===== src/rtl/seq_mult_nxn.sv =====
// Sequential A_W x A_W multiplier built around a single DIG_W x DIG_W partial multiplier.
// A control FSM walks every digit pair, shift-accumulates the partial products, then applies the sign.
module seq_mult_nxn #(
   parameter int A_W   = 8,
   parameter int DIG_W = 4
) (
   input  logic               clk,
   input  logic               reset_a,
   input  logic               start,
   input  logic               signed_mode,
   input  logic [A_W-1:0]     data_a,
   input  logic [A_W-1:0]     data_b,
   output logic [2*A_W-1:0]   product,
   output logic               busy,
   output logic               done,
   output logic               err,
   output logic [1:0]         state_out
);

   localparam int N_DIG  = A_W / DIG_W;
   localparam int N_STEP = N_DIG * N_DIG;
   localparam int CNT_W  = $clog2(N_STEP);
   localparam int P_W    = 2 * A_W;
   localparam logic [CNT_W-1:0] LAST = CNT_W'(N_STEP - 1);

   generate
      if (A_W % DIG_W != 0) begin : g_bad_width
         $error("seq_mult_nxn: A_W must be a multiple of DIG_W");
      end
      if (N_DIG < 2) begin : g_bad_digits
         $error("seq_mult_nxn: A_W/DIG_W must be at least 2");
      end
   endgenerate

   typedef enum logic [1:0] {
      IDLE = 2'd0,
      CALC = 2'd1,
      FIX  = 2'd2,
      DONE = 2'd3
   } state_t;

   state_t             state, state_nxt;
   logic [A_W-1:0]     a_mag, b_mag;
   logic               neg;
   logic [P_W-1:0]     acc;
   logic [CNT_W-1:0]   count;

   // Most-negative input wraps to 2^(A_W-1), which is still correct as an unsigned magnitude.
   function automatic logic [A_W-1:0] magnitude(input logic [A_W-1:0] v, input logic sgn);
      return (sgn && v[A_W-1]) ? (~v + 1'b1) : v;
   endfunction

   function automatic logic [P_W-1:0] partial_term(input logic [A_W-1:0] a,
                                                   input logic [A_W-1:0] b,
                                                   input logic [CNT_W-1:0] cnt);
      int                 i, j;
      logic [DIG_W-1:0]   da, db;
      logic [2*DIG_W-1:0] pp;
      i  = int'(cnt) / N_DIG;
      j  = int'(cnt) % N_DIG;
      da = DIG_W'(a >> (i * DIG_W));
      db = DIG_W'(b >> (j * DIG_W));
      pp = {{DIG_W{1'b0}}, da} * {{DIG_W{1'b0}}, db};
      return P_W'(pp) << ((i + j) * DIG_W);
   endfunction

   function automatic logic [P_W-1:0] apply_sign(input logic [P_W-1:0] v, input logic n);
      return n ? (~v + 1'b1) : v;
   endfunction

   always_ff @(posedge clk) begin
      if (reset_a) state <= IDLE;
      else         state <= state_nxt;
   end

   // Any start request restarts the calculation, whether it is a fresh job or an abort.
   always_comb begin
      state_nxt = IDLE;
      case (state)
         IDLE:    state_nxt = start ? CALC : IDLE;
         CALC:    state_nxt = start ? CALC : ((count == LAST) ? FIX : CALC);
         FIX:     state_nxt = start ? CALC : DONE;
         DONE:    state_nxt = start ? CALC : IDLE;
         default: state_nxt = IDLE;
      endcase
   end

   always_comb begin
      busy      = (state == CALC) || (state == FIX);
      done      = (state == DONE);
      state_out = state;
   end

   always_ff @(posedge clk) begin
      if (reset_a) begin
         product <= '0;
         err     <= 1'b0;
         acc     <= '0;
         count   <= '0;
         a_mag   <= '0;
         b_mag   <= '0;
         neg     <= 1'b0;
      end else if (start) begin
         a_mag <= magnitude(data_a, signed_mode);
         b_mag <= magnitude(data_b, signed_mode);
         neg   <= signed_mode & (data_a[A_W-1] ^ data_b[A_W-1]);
         acc   <= '0;
         count <= '0;
         err   <= (state == CALC) || (state == FIX);
      end else begin
         case (state)
            CALC: begin
               acc   <= acc + partial_term(a_mag, b_mag, count);
               count <= (count == LAST) ? '0 : count + 1'b1;
            end
            FIX:     product <= apply_sign(acc, neg);
            default: ;
         endcase
      end
   end

endmodule


===== config.mk =====
export PLATFORM = sky130hd
export DESIGN_NAME = seq_mult_nxn
export DESIGN_NICKNAME = d
export VERILOG_FILES = /design/src/rtl/seq_mult_nxn.sv
export SDC_FILE = /design/constraint.sdc
export NUM_CORES = 1
export LEC_CHECK = 0
export ABC_AREA = 0
export BUFFER_PORTS_ARGS = -buffer_cell sky130_fd_sc_hd__buf_2
export CELL_PAD_IN_SITES_DETAIL_PLACEMENT = 0
export CELL_PAD_IN_SITES_GLOBAL_PLACEMENT = 1
export CORE_MARGIN = 2
export CORE_UTILIZATION = 41
export CTS_BUF_LIST = sky130_fd_sc_hd__clkbuf_8
export DETAILED_ROUTE_END_ITERATION = 16
export PLACE_DENSITY = 0.78
export SLEW_MARGIN = 10
export SYNTH_ARGS = -nofsm -noshare
export SYNTH_HDL_FRONTEND = slang
export SYNTH_SLANG_ARGS = --single-unit

===== constraint.sdc =====
create_clock -name clk -period 4.69 [get_ports clk]
set_input_delay 0.2345 -clock clk [delete_from_list [all_inputs] [get_ports clk]]
set_output_delay 0.2345 -clock clk [all_outputs]
set_load 0.01 [all_outputs]

# Word level (Yosys, flattened, before mapping)
# Index checks and enable logic that the tools add are counted.
# op_classes
add_sub_neg	6
n_mul	1
n_div	0
order_cmp	0
eq_ne	4
shifts	3
mux	9
n_bitwise	6
reduce_logical	7
# ops
cell	n
16-bit by 1-bit adder with 16-bit output (second input constant)	1
16-bit adder	1
8-bit by 1-bit adder with 8-bit output (second input constant)	2
16-bit two-way mux	1
8-bit two-way mux	2
16-bit NOT	1
8-bit NOT	2
8-bit by 4-bit << shifter with 16-bit output	1
8-bit by 3-bit >> shifter with 4-bit output	2
4-bit by 4-bit multiplier with 8-bit output	1
2-bit two-way mux	4
2-bit equality test (second input constant)	3
2-bit one-hot mux with 3 select lines	1
2-bit OR reduction	2
1-bit by 1-bit adder with 2-bit output	1
2-bit by 1-bit adder with 2-bit output (second input constant)	1
2-bit by 1-bit equality test with 1-bit output (second input constant)	1
1-bit logical AND	2
2-bit logical NOT	1
2-bit AND reduction	1
1-bit bitwise AND	1
1-bit logical OR	1
1-bit two-way mux	1
1-bit NOT	1
1-bit bitwise XOR	1
# totals
reg_bits	54
latch_bits	0
ramBits	0
rom_bits	0
out_inout_bits	21
word_cells	44
n_memories	0

# Logic depth before layout (Yosys ltp)
# Gate-level depths: netlist of the first run.
# logic_depth
word_depth	4
depth_mapped	22
ltp_nobuf	21

# Least setup slack after synthesis of the first run
# Ideal clock, no wire load.
# synth_path
kind	reg2reg
startpoint	register count[0]
endpoint	register acc[15]
arrival_time_ps	4969
path_slack_ps	-351
path_stages_with_launch	23
synth_period_minus_slack_ps	5041
path_cell_list	dfxtp_1 > clkbuf_1 > mux2i_1 > or2_2 > fa_1 > inv_1 > fa_1 > ha_1 > a21o_1 > a221o_1 > nor2_1 > xor2_1 > nor2_1 > nor2_1 > nor2_1 > ha_1 > nand2_1 > o21ai_1 > and2_0 > o31a_2 > o31ai_2 > mux2i_1 > mux2i_1
# synth_between
elab_chain_len	4
# synth_rtl
element	line	source
from (decl)	46	logic [CNT_W-1:0] count;
from (signal assigned)	114	count <= (count == LAST) ? '0 : count + 1'b1;
8-bit by 3-bit >> shifter with 4-bit output	62	db = DIG_W'(b >> (j * DIG_W));
4-bit by 4-bit multiplier with 8-bit output	63	pp = {{DIG_W{1'b0}}, da} * {{DIG_W{1'b0}}, db};
8-bit by 4-bit << shifter with 16-bit output (*)	64	return P_W'(pp) << ((i + j) * DIG_W);
16-bit adder (*)	113	acc <= acc + partial_term(a_mag, b_mag, count);
to (signal assigned)	113	
to (decl)	45	logic [P_W-1:0] acc;
# Mark *: on every way between the ends. The rest lies on a longest branch, timed or not.
# A chain may end at the register's enable or synchronous reset.

# Worst setup path in the final report of the first run
# layout_path
startpoint	register count[1]
endpoint	register acc[13]
# layout_between
elab_chain_len	4
# layout_rtl
element	line	source
8-bit by 3-bit >> shifter with 4-bit output	61	da = DIG_W'(a >> (i * DIG_W));
4-bit by 4-bit multiplier with 8-bit output	63	
8-bit by 4-bit << shifter with 16-bit output (*)	64	
16-bit adder (*)	113	
# Marks and branches as above.

==> reports/metrics.csv, run 1 <==
metric,value,unit
yosys_warnings,0,
drv_cap,0,
num_rows,35,
critical_path.most_common_cell,nor2_1,
maxSlewViolCount,0,
async_flop_share,0,%
cts_buffers,5,
ios,41,
drc,0,
fin_util,52.5,%
crit_path_max_incr_delay,0.55,ns
grt_pass1_vias,3392,
netlist_area,3920,um2
holdBufCountCts,0,
ys_types,54,
required,4.92,ns
gp_congestion,0.901,
drive_gt1_share,24.3,%
end_kind,flop,
synth_edf_count,0,
arrival,5.11,ns
worst_slew_pin_slew,0.841,ns
wl_per_cell,14.0,um
initial_core_util,42.3,%
cts_max_level,2,
clock.fmax,0.205,GHz
vias_per_cell,5.19,
die_h,102,um
pwr_density_cell,203,nW/um2
grt_usage,18.4,%
synth_area_per_cell,8.02,um2
outcome,finished with violations,
antenna_found_initial,0,
pwr-share-clk,32.0,%
die-area,10400,um2
path_clk_slew,0.10,ns
drtPass1Iterations,6,
power.leakage,2.12,nW
insertion_delay,0.31,ns
slowest_stage,fa_1,
clockBufferDepth,2,
switching_share,27.7,%
cts_tree,done,
first_iter_violations,105,
synth-main-ff-cell,dfxtp_1,
cp_max_fo,5,
portBuffers,40,
fillers,908,
start_kind,flop,
layout.nets,624,
switchingPower,274,uW
core_area,9280,um2
violations,negative setup slack,
area_delta_synth_final,24.2,%
grt_pass1_wl,15400,um
antennaDiodeCount,0,
syn_inst,489,
fin_skew,0.0107,ns
place_ws,-0.275,ns
die_x,102,um
drtAntennaViolNets,0,
fin_worst_hold_slack,0.205,ns
hpwl,7250,um
finalHoldViolations,0,
cts_root_buffer,clkbuf_8,
crit_type,flop to flop,
wirelength,9670,um
hp-class,primary input to flop,
ys_ff_latch,54,
worst_slack,-0.191,ns
crit_chain,mux2i_2 > or2_4 > fa_1 > inv_2 > fa_1 > ha_1 > a21o_1 > a221o_1 > nor2_1 > xor2_1 > nor2_1 > nor2_1 > nor2_1 > ha_2 > a21oi_2 > o21ai_1 > and2_1 > o31a_2 > buf_6 > o211ai_1 > a21oi_1 > o31ai_1,
yosysSeqAreaShare,27.6,%
irDropWorstVdd,137,uV
via_count,3596,
relSlewSlack,44.0,%
rsz0062_at_grt,true,
pwr-share-comb,19.0,%
p_int,716,uW
min_period_over_period,104,%
syn-num-nets,549,
grt-ovfl-total,0,
grt_max_degree,41,
setup_viol,4,
cts.sinks,54,
period_minus_slack,4.88,ns
seqPwrFrac,49.0,%
setup_tns,-0.515,ns
cells by family after synthesis:
family | share of synthesized area [%]
flip-flops | 27.6
XOR/XNOR | 7.14
AO/OA/AOI/OAI | 20.3
buffers and inverters | 4.34
AND/OR/NAND/NOR | 20.5
multiplexers | 6.41
adder cells (fa/ha/maj) | 13.7
cell usage in the layout, fill, tap and decap left out, types with 16 or more instances in the layout:
cell type	count
a211oi_1	20
inv_1	23
buf_4	46
nor2_1	77
xnor2_1	16
a21oi_1	27
ha_1	33
xor2_1	16
nand2_1	38
mux2i_1	19
buf_2	40
dfxtp_1	52
routing by layer:
layer	vias to the layer above	routed length [um]	GRT usage (%)
met2	55	4780	33.5
met5	-	0	0
met3	12	282	3.01
li1	1873	-	-
met4	0	175	4.72
met1	1656	4440	22.7
path summary, 6_finish.rpt:
path / from / endpoint / slack (ns) / cells after the start
setup / recovery: count[1] / acc[13] / -0.19 / 22
setup reg to reg: count[1] / acc[13] / -0.19 / 22
hold / removal: data_b[1] / b_mag[1] / 0.21 / 3
hold reg to reg: product[10] / product[10] / 0.46 / 2
cell usage after synthesis (all sizes together), types with 4 or more instances:
| cell type | count | area [um2] |
|---|---|---|
| dfxtp | 54 | 1080 |
| nor3 | 7 | 35.0 |
| a311oi | 6 | 52.6 |
| or2 | 8 | 52.6 |
| inv | 24 | 90.1 |
| clkbuf | 17 | 63.8 |
| o22ai | 5 | 31.3 |
| fa | 5 | 100 |
| xor2 | 16 | 140 |
| buf | 4 | 16.3 |
| nand3 | 8 | 40.0 |
| nand2 | 39 | 146 |
| nor2b | 8 | 50.1 |
| o31ai | 7 | 57.6 |
| and3 | 6 | 37.5 |
| o21ai | 19 | 95.1 |
| a211oi | 20 | 150 |
| or3 | 5 | 31.3 |
| mux2i | 24 | 240 |
| a21oi | 34 | 174 |
| xnor2 | 16 | 140 |
| nand2b | 7 | 43.8 |
| a21o | 6 | 45.0 |
| ha | 35 | 438 |
| nor2 | 79 | 297 |
sequential cells by signal (all words and copies together), names as in the netlist:
register	cells
state_out	2
neg	1
count	2
product	16
a_mag	8
acc	16
b_mag	8
err	1
stage by stage:
step	cells	power, mW	area [um2]
final	693	0.990	4870
after global routing	693	1.04	4870
after CTS	687	0.993	4670
after detailed placement	678	0.676	4540
after global placement	678	0.672	4540
after floorplan	489	0.610	3970
power groups by stage:
stage | Sequential, mW | Clock, mW | Combinational, mW
after detailed placement | 0.496 | 0 | 0.179
after floorplan | 0.491 | 0 | 0.119
after global placement | 0.496 | 0 | 0.176
after CTS | 0.485 | 0.327 | 0.181
final | 0.485 | 0.317 | 0.188
after global routing | 0.488 | 0.344 | 0.210
what timing repair did:
action,4_1_cts,5_1_grt
setup buffers,2,7
endpoints found under the setup margin,6,8
gates cloned,0,0
gates resized for setup,4,37
pin swaps,2,29
critical path, delay by kind of cell, from the launching register on:
family	cells	cell delay, ns
xor gates and xnor gates	1	0.20
AOI/OAI and AO/OA	8	1.57
and+or+nand+nor	6	0.76
muxes	1	0.16
DFF	1	0.39
adders and majority gates	4	1.55
buffers and inverters	2	0.17
final cells by class:
cell class	instances	area [um2]	area share, %
clock buffer	5	68.8	1.41
clock inverter	2	38.8	0.796
inverter	24	90.1	1.85
multi-input combinational	390	2850	58.4
sequential	54	1090	22.3
tap	129	161	3.31
timing repair buffer	89	579	11.9
(Power assumes the default switching activity.)
==> inputs of run 2 (changes only) <==
Settings changed: CTS_BUF_LIST sky130_fd_sc_hd__clkbuf_8 to sky130_fd_sc_hd__clkbuf_4.
==> run 2 against run 1 <==
- the flow still finishes with violations (negative setup slack)
- combinational power about the same
- maximum frequency decreased by 0.28%
- cell area decreased by 0.85%
- worst setup slack got worse by 0.013 ns
- hold slack got worse by 0.082 ns
- die area unchanged
- first-iteration DRC count decreased by 16%
- power decreased by 5.2%
- register-to-register slack about the same
- critical path depth unchanged
- flip-flop and latch count unchanged
- clock-buffer cell count unchanged
==> reports/metrics.csv, run 2 (synthesis gave the netlist of run 1 again) <==
metric,value,unit,change
drv_cap,0,,unchanged
hpwl,7250,um,unchanged
grt_max_degree,41,,unchanged
irDropWorstVdd,123,uV,-11%
fillers,908,,unchanged
multiInputGateArea,2830,um2,-0.62%
required,5.00,ns,+0.08 ns
core_area,9280,um2,unchanged
power.leakage,2.11,nW,-0.69%
die_h,102,um,unchanged
num_rows,35,,unchanged
setup_tns,-0.559,ns,-0.0434 ns
die-area,10400,um2,unchanged
r2r_slack,-0.20,ns,about the same
grt_pass1_wl,15300,um,-0.59%
dp.cells,678,,unchanged
worst_slack,-0.205,ns,-0.0135 ns
period_minus_slack,4.89,ns,+0.0135 ns
crit_type,flop to flop,,
dpl_cell_area,4540,um2,unchanged
drtPass1Iterations,4,,-2
portBuffers,40,,unchanged
grt_pass1_vias,3403,,+0.32%
end_kind,flop,,
holdBufCountCts,0,,unchanged
via_count,3611,,+0.42%
wl_per_cell,13.9,um,-0.62%
start_kind,flop,,
first_iter_violations,88,,-16%
wirelength,9630,um,-0.48%
cts_root_buffer,clkbuf_4,,
antenna_found_initial,0,,unchanged
drc,0,,unchanged
finalHoldViolations,0,,unchanged
cp_max_fo,5,,unchanged
top_regs,"acc x16, product x16",,
crit-reg2reg-launch,count[1],,
cts_buffers,5,,unchanged
setup_viol,3,,-1
fin_util,52.0,%,-0.44 points
outcome,finished with violations,,
die_x,102,um,unchanged
rsz0062_at_grt,true,,
violations,negative setup slack,,
path_clk_slew,0.16,ns,+0.06 ns
final_area,4830,um2,-0.85%
clock.fmax,0.204,GHz,-0.28%
maxSlewViolCount,0,,unchanged
arrival,5.20,ns,+0.09 ns
layout_commonest_cell,nor2_1,,
fin_skew,0.0106,ns,-0.0000653 ns
reg2reg_depth,22,,unchanged
min_to,b_mag[1],,
min_path_cells,3,,unchanged
cts.sinks,54,,unchanged
insertion_delay,0.38,ns,+0.07 ns
pwr_density_cell,194,nW/um2,-4.4%
area_delta_synth_final,23.2,%,
relSlewSlack,42.2,%,-1.7 points
antennaDiodeCount,0,,unchanged
r2r-end,acc[13],,
grt_usage,18.3,%,-0.16 points
initial_core_util,42.3,%,unchanged
layout.nets,625,,+0.16%
ff_latch_area,1090,um2,unchanged
drtAntennaViolNets,0,,unchanged
min_period_over_period,104,%,+0.29 points
gp_congestion,0.901,,unchanged
cts_max_level,2,,unchanged
stdcell_count,694,,+0.14%
hp-class,primary input to flop,,
cts_tree,done,,
worst_slew_pin_slew,0.867,ns,+0.0262 ns
hold_start,data_b[1],,
final_cell_mix,"nor2_1 (78), dfxtp_1 (52), buf_4 (47), buf_2 (40), nand2_1 (38)",,
vias_per_cell,5.20,,+0.27%
clockBufferDepth,2,,unchanged
drive_gt1_share,23.7,%,-0.57 points
place_ws,-0.275,ns,unchanged
grt-ovfl-total,0,,unchanged
ios,41,,unchanged
## run 2: worst max path at each step
| stage | start | endpoint | slack (ns) | depth (start not counted) |
|---|---|---|---|---|
| 4_1_cts | count[0] | acc[15] | -0.17 | 21 |
| 2_1_floorplan | count[0] | acc[15] | -0.12 | 22 |
| 3_3_place_gp | count[1] | acc[15] | -0.16 | 21 |
| 6_report | count[1] | acc[13] | -0.20 | 22 |
| 5_1_grt | count[1] | acc[13] | -0.44 | 22 |
| 3_5_place_dp | count[1] | acc[15] | -0.28 | 21 |
## run 2: report_power, final
part           total [mW]  leakage [nW]  switching [mW]  internal (mW)
registers           0.486         0.441          0.0139          0.472
logic               0.188          1.63           0.101         0.0875
clock network       0.264        0.0413           0.154          0.111
total               0.938          2.11           0.268          0.670
## run 2: cell type report
type / count / share of cell area, %
clock buffers: 5 / 0.777
clock inverters: 2 / 0.803
inverters: 24 / 1.86
multi-input cells: 390 / 58.5
flip-flops and latches: 54 / 22.5
well taps: 129 / 3.34
repair buffers: 90 / 12.1
## run 2: metrics by stage
step	power, mW	hold slack (ns)
2_1_floorplan	0.610	0.382
6_report	0.938	0.123
3_5_place_dp	0.676	0.445
3_3_place_gp	0.672	0.437
4_1_cts	0.940	0.111
5_1_grt	0.985	0.134
## run 2: worst max-delay path, stage by stage (launching register included)
cell	delay, ns
dfxtp_4	0.41
mux2i_2	0.16
or2_4	0.26
fa_1	0.55
inv_2	0.04
fa_1	0.55
ha_1	0.23
a21o_1	0.17
a221o_1	0.31
nor2_1	0.14
xor2_1	0.20
nor2_1	0.06
nor2_1	0.11
nor2_1	0.05
ha_2	0.22
a21oi_2	0.14
o21ai_1	0.10
and2_1	0.14
o31a_2	0.36
buf_6	0.13
o211ai_1	0.19
a21oi_1	0.10
o31ai_1	0.21
## run 2: timing repair
action,in CTS,in global routing
pin swaps,2,27
buffers inserted,2,7
endpoints found under the setup margin,6,8
resized for setup,4,33
## run 2: metal layers
metal	GRT usage, %	up-vias	part of all wire, %
met2	33.2	63	48
met5	0	-	0
met4	5.13	0	2.1
met3	2.67	16	3.0
li1	-	1874	-
met1	22.4	1658	47
==> inputs of run 3 (changes only) <==
Settings changed: CORE_ASPECT_RATIO set to 1.1, SETUP_SLACK_MARGIN set to 0.05.
==> run 3 against run 2 <==
- the flow still finishes with violations (negative setup slack)
- maximum frequency rose by 1.7%
- power fell by 6.0%
- clock power fell by 20%
- cell count fell by 2.2%
- global-route usage barely moved
- sequential share of layout area rose by 0.45 points
- flip-flop and latch count did not move
- combinational power barely moved
- clock-buffer cell count did not move
==> reports/metrics.csv, run 3 (synthesis gave the netlist of run 1 again) <==
metric,value,unit,change
place_ws,-0.270,ns,+0.00527 ns
grt_max_degree,41,,unchanged
dpl_cell_area,4530,um2,-0.33%
wirelength,9400,um,-2.3%
outcome,finished with violations,,
insertion_delay,0.38,ns,about the same
via_count,3629,,+0.50%
crit_family,adder cells,,
drive_gt1_share,23.7,%,-0.051 points
cp_max_fo,5,,unchanged
grt-ovfl-total,0,,unchanged
slowest_stage,fa_1,,
drv_cap,0,,unchanged
initial_core_util,42.0,%,-0.31 points
die_h,107,um,+4.7%
die_x,97.3,um,-4.5%
totalPowerFinal,882,uW,-6.0%
p_int,614,uW,-8.3%
seqPwrFrac,55.0,%,+3.2 points
ios,41,,unchanged
dp.cells,666,,-1.8%
area_delta_synth_final,20.7,%,
grt_pass1_vias,3477,,+2.2%
gp_congestion,0.849,,-5.8%
end_kind,flop,,
crit_path_max_incr_delay,0.55,ns,about the same
antennaDiodeCount,0,,unchanged
final_area,4740,um2,-2.0%
irDropWorstVdd,109,uV,-11%
num_rows,37,,+5.7%
layout_commonest_cell,nor2_1,,
cts.sinks,54,,unchanged
violations,negative setup slack,,
fin_skew,0.0155,ns,+0.00485 ns
pwr-share-clk,24.0,%,-4.2 points
min_period_over_period,103,%,-1.7 points
cts_tree,done,,
path_buf_inv,1,,-1
layout.nets,622,,-0.48%
clockBufferDepth,2,,unchanged
cts_root_buffer,clkbuf_4,,
switchingPower,268,uW,about the same
relSlewSlack,40.2,%,-2.0 points
worst_slack,-0.125,ns,+0.0797 ns
pwr-share-comb,21.0,%,+0.9 points
grt_usage,18.3,%,+0.042 points
crit_type,flop to flop,,
first_iter_violations,105,,+19%
switching_share,30.4,%,+1.8 points
arrival,5.14,ns,-0.06 ns
fin_util,50.7,%,-1.4 points
period_minus_slack,4.82,ns,-0.0797 ns
drtAntennaViolNets,0,,unchanged
fin_worst_hold_slack,0.126,ns,+0.00215 ns
pwr_density_cell,186,nW/um2,-4.1%
wl_per_cell,13.8,um,-0.18%
worst_slew_pin_slew,0.897,ns,+0.0304 ns
setup_viol,3,,unchanged
crit_chain,mux2i_2 > or2_4 > fa_1 > inv_2 > fa_1 > ha_1 > a21o_1 > a221o_1 > nor2_1 > xor2_1 > nor2_1 > nor2_1 > nor2_1 > ha_2 > a21oi_2 > o21ai_2 > and2_0 > o31a_2 > o31ai_4 > mux2i_1 > mux2i_1,,
grt_pass1_wl,15900,um,+4.3%
start_kind,flop,,
drtPass1Iterations,4,,unchanged
finalHoldViolations,0,,unchanged
cts_buffers,5,,unchanged
clock.fmax,0.208,GHz,+1.7%
die-area,10400,um2,about the same
cts_max_level,2,,unchanged
critical_path.most_common_cell,nor2_1,,
power.leakage,2.06,nW,-2.3%
required,5.02,ns,+0.02 ns
top_regs,"acc x16, product x16",,
hp-class,primary input to flop,,
core_area,9350,um2,+0.73%
portBuffers,40,,unchanged
setup_tns,-0.196,ns,+0.363 ns
drc,0,,unchanged
final_cell_mix,"nor2_1 (76), dfxtp_1 (52), buf_4 (45), buf_2 (40), nand2_1 (37)",,
hpwl,7270,um,+0.30%
rsz0062_at_grt,true,,
stdcell_count,679,,-2.2%
antenna_found_initial,0,,unchanged
path_clk_slew,0.17,ns,about the same
vias_per_cell,5.34,,+2.7%
maxSlewViolCount,0,,unchanged
[run 3: cell count changes in the layout (fill, tap and decap cells not counted), moves of 2 or more]
cell	previous run	this run
nor2_2	0	3
clkinvlp_4	0	2
nor2_1	78	76
buf_4	47	45
[run 3: final timing paths]
path / start / endpoint / slack, ns / depth (start not counted)
min: data_b[0] / b_mag[0] / 0.13 / 3
min reg2reg: product[10] / product[10] / 0.46 / 2
max: count[0] / acc[15] / -0.13 / 21
max reg2reg: count[0] / acc[15] / -0.13 / 21
[run 3: cell type report]
class | count | area, um2
repair buffers | 87 | 561
well taps | 117 | 146
multi-input cells | 390 | 2800
inverters | 24 | 90.1
clock inverters | 2 | 15.0
fillers | 920 | 4610
flip-flops and latches | 54 | 1090
clock buffers | 5 | 37.5
[run 3: worst reg2reg max path: cells and delay by family, from the launching register on]
family                     cells  cell delay [ns]
and+or+nand+nor                6             0.70
adders and majority gates      4             1.52
xor gates and xnor gates       1             0.18
buffers and inverters          1             0.04
DFF                            1             0.40
AOI/OAI and AO/OA              6             1.33
muxes                          3             0.59
[run 3: power by group through the flow]
stage / clock network, mW / registers, mW / logic [mW]
after CTS: 0.217 / 0.486 / 0.182
after global placement: 0 / 0.496 / 0.176
after detailed placement: 0 / 0.496 / 0.179
after floorplan: 0 / 0.491 / 0.119
final: 0.212 / 0.486 / 0.185
after global routing: 0.233 / 0.488 / 0.209
[run 3: repair_timing]
| action | 4_1_cts | 5_1_grt |
|---|---|---|
| gates resized for setup | 10 | 24 |
| setup endpoints to repair | 7 | 9 |
| pin swaps | 11 | 19 |
| hold buffers | 0 | 0 |
| endpoints found under the hold margin | 0 | 0 |
| setup buffers | 3 | 4 |
[run 3: metal layers]
| layer | GRT usage, % | wire length (um) | up-vias |
|---|---|---|---|
| met1 | 21.9 | 4010 | 1696 |
| met4 | 4.27 | 183 | 0 |
| met2 | 34.6 | 4970 | 48 |
| met5 | 0 | 0 | - |
| met3 | 2.74 | 240 | 17 |
| li1 | - | - | 1868 |
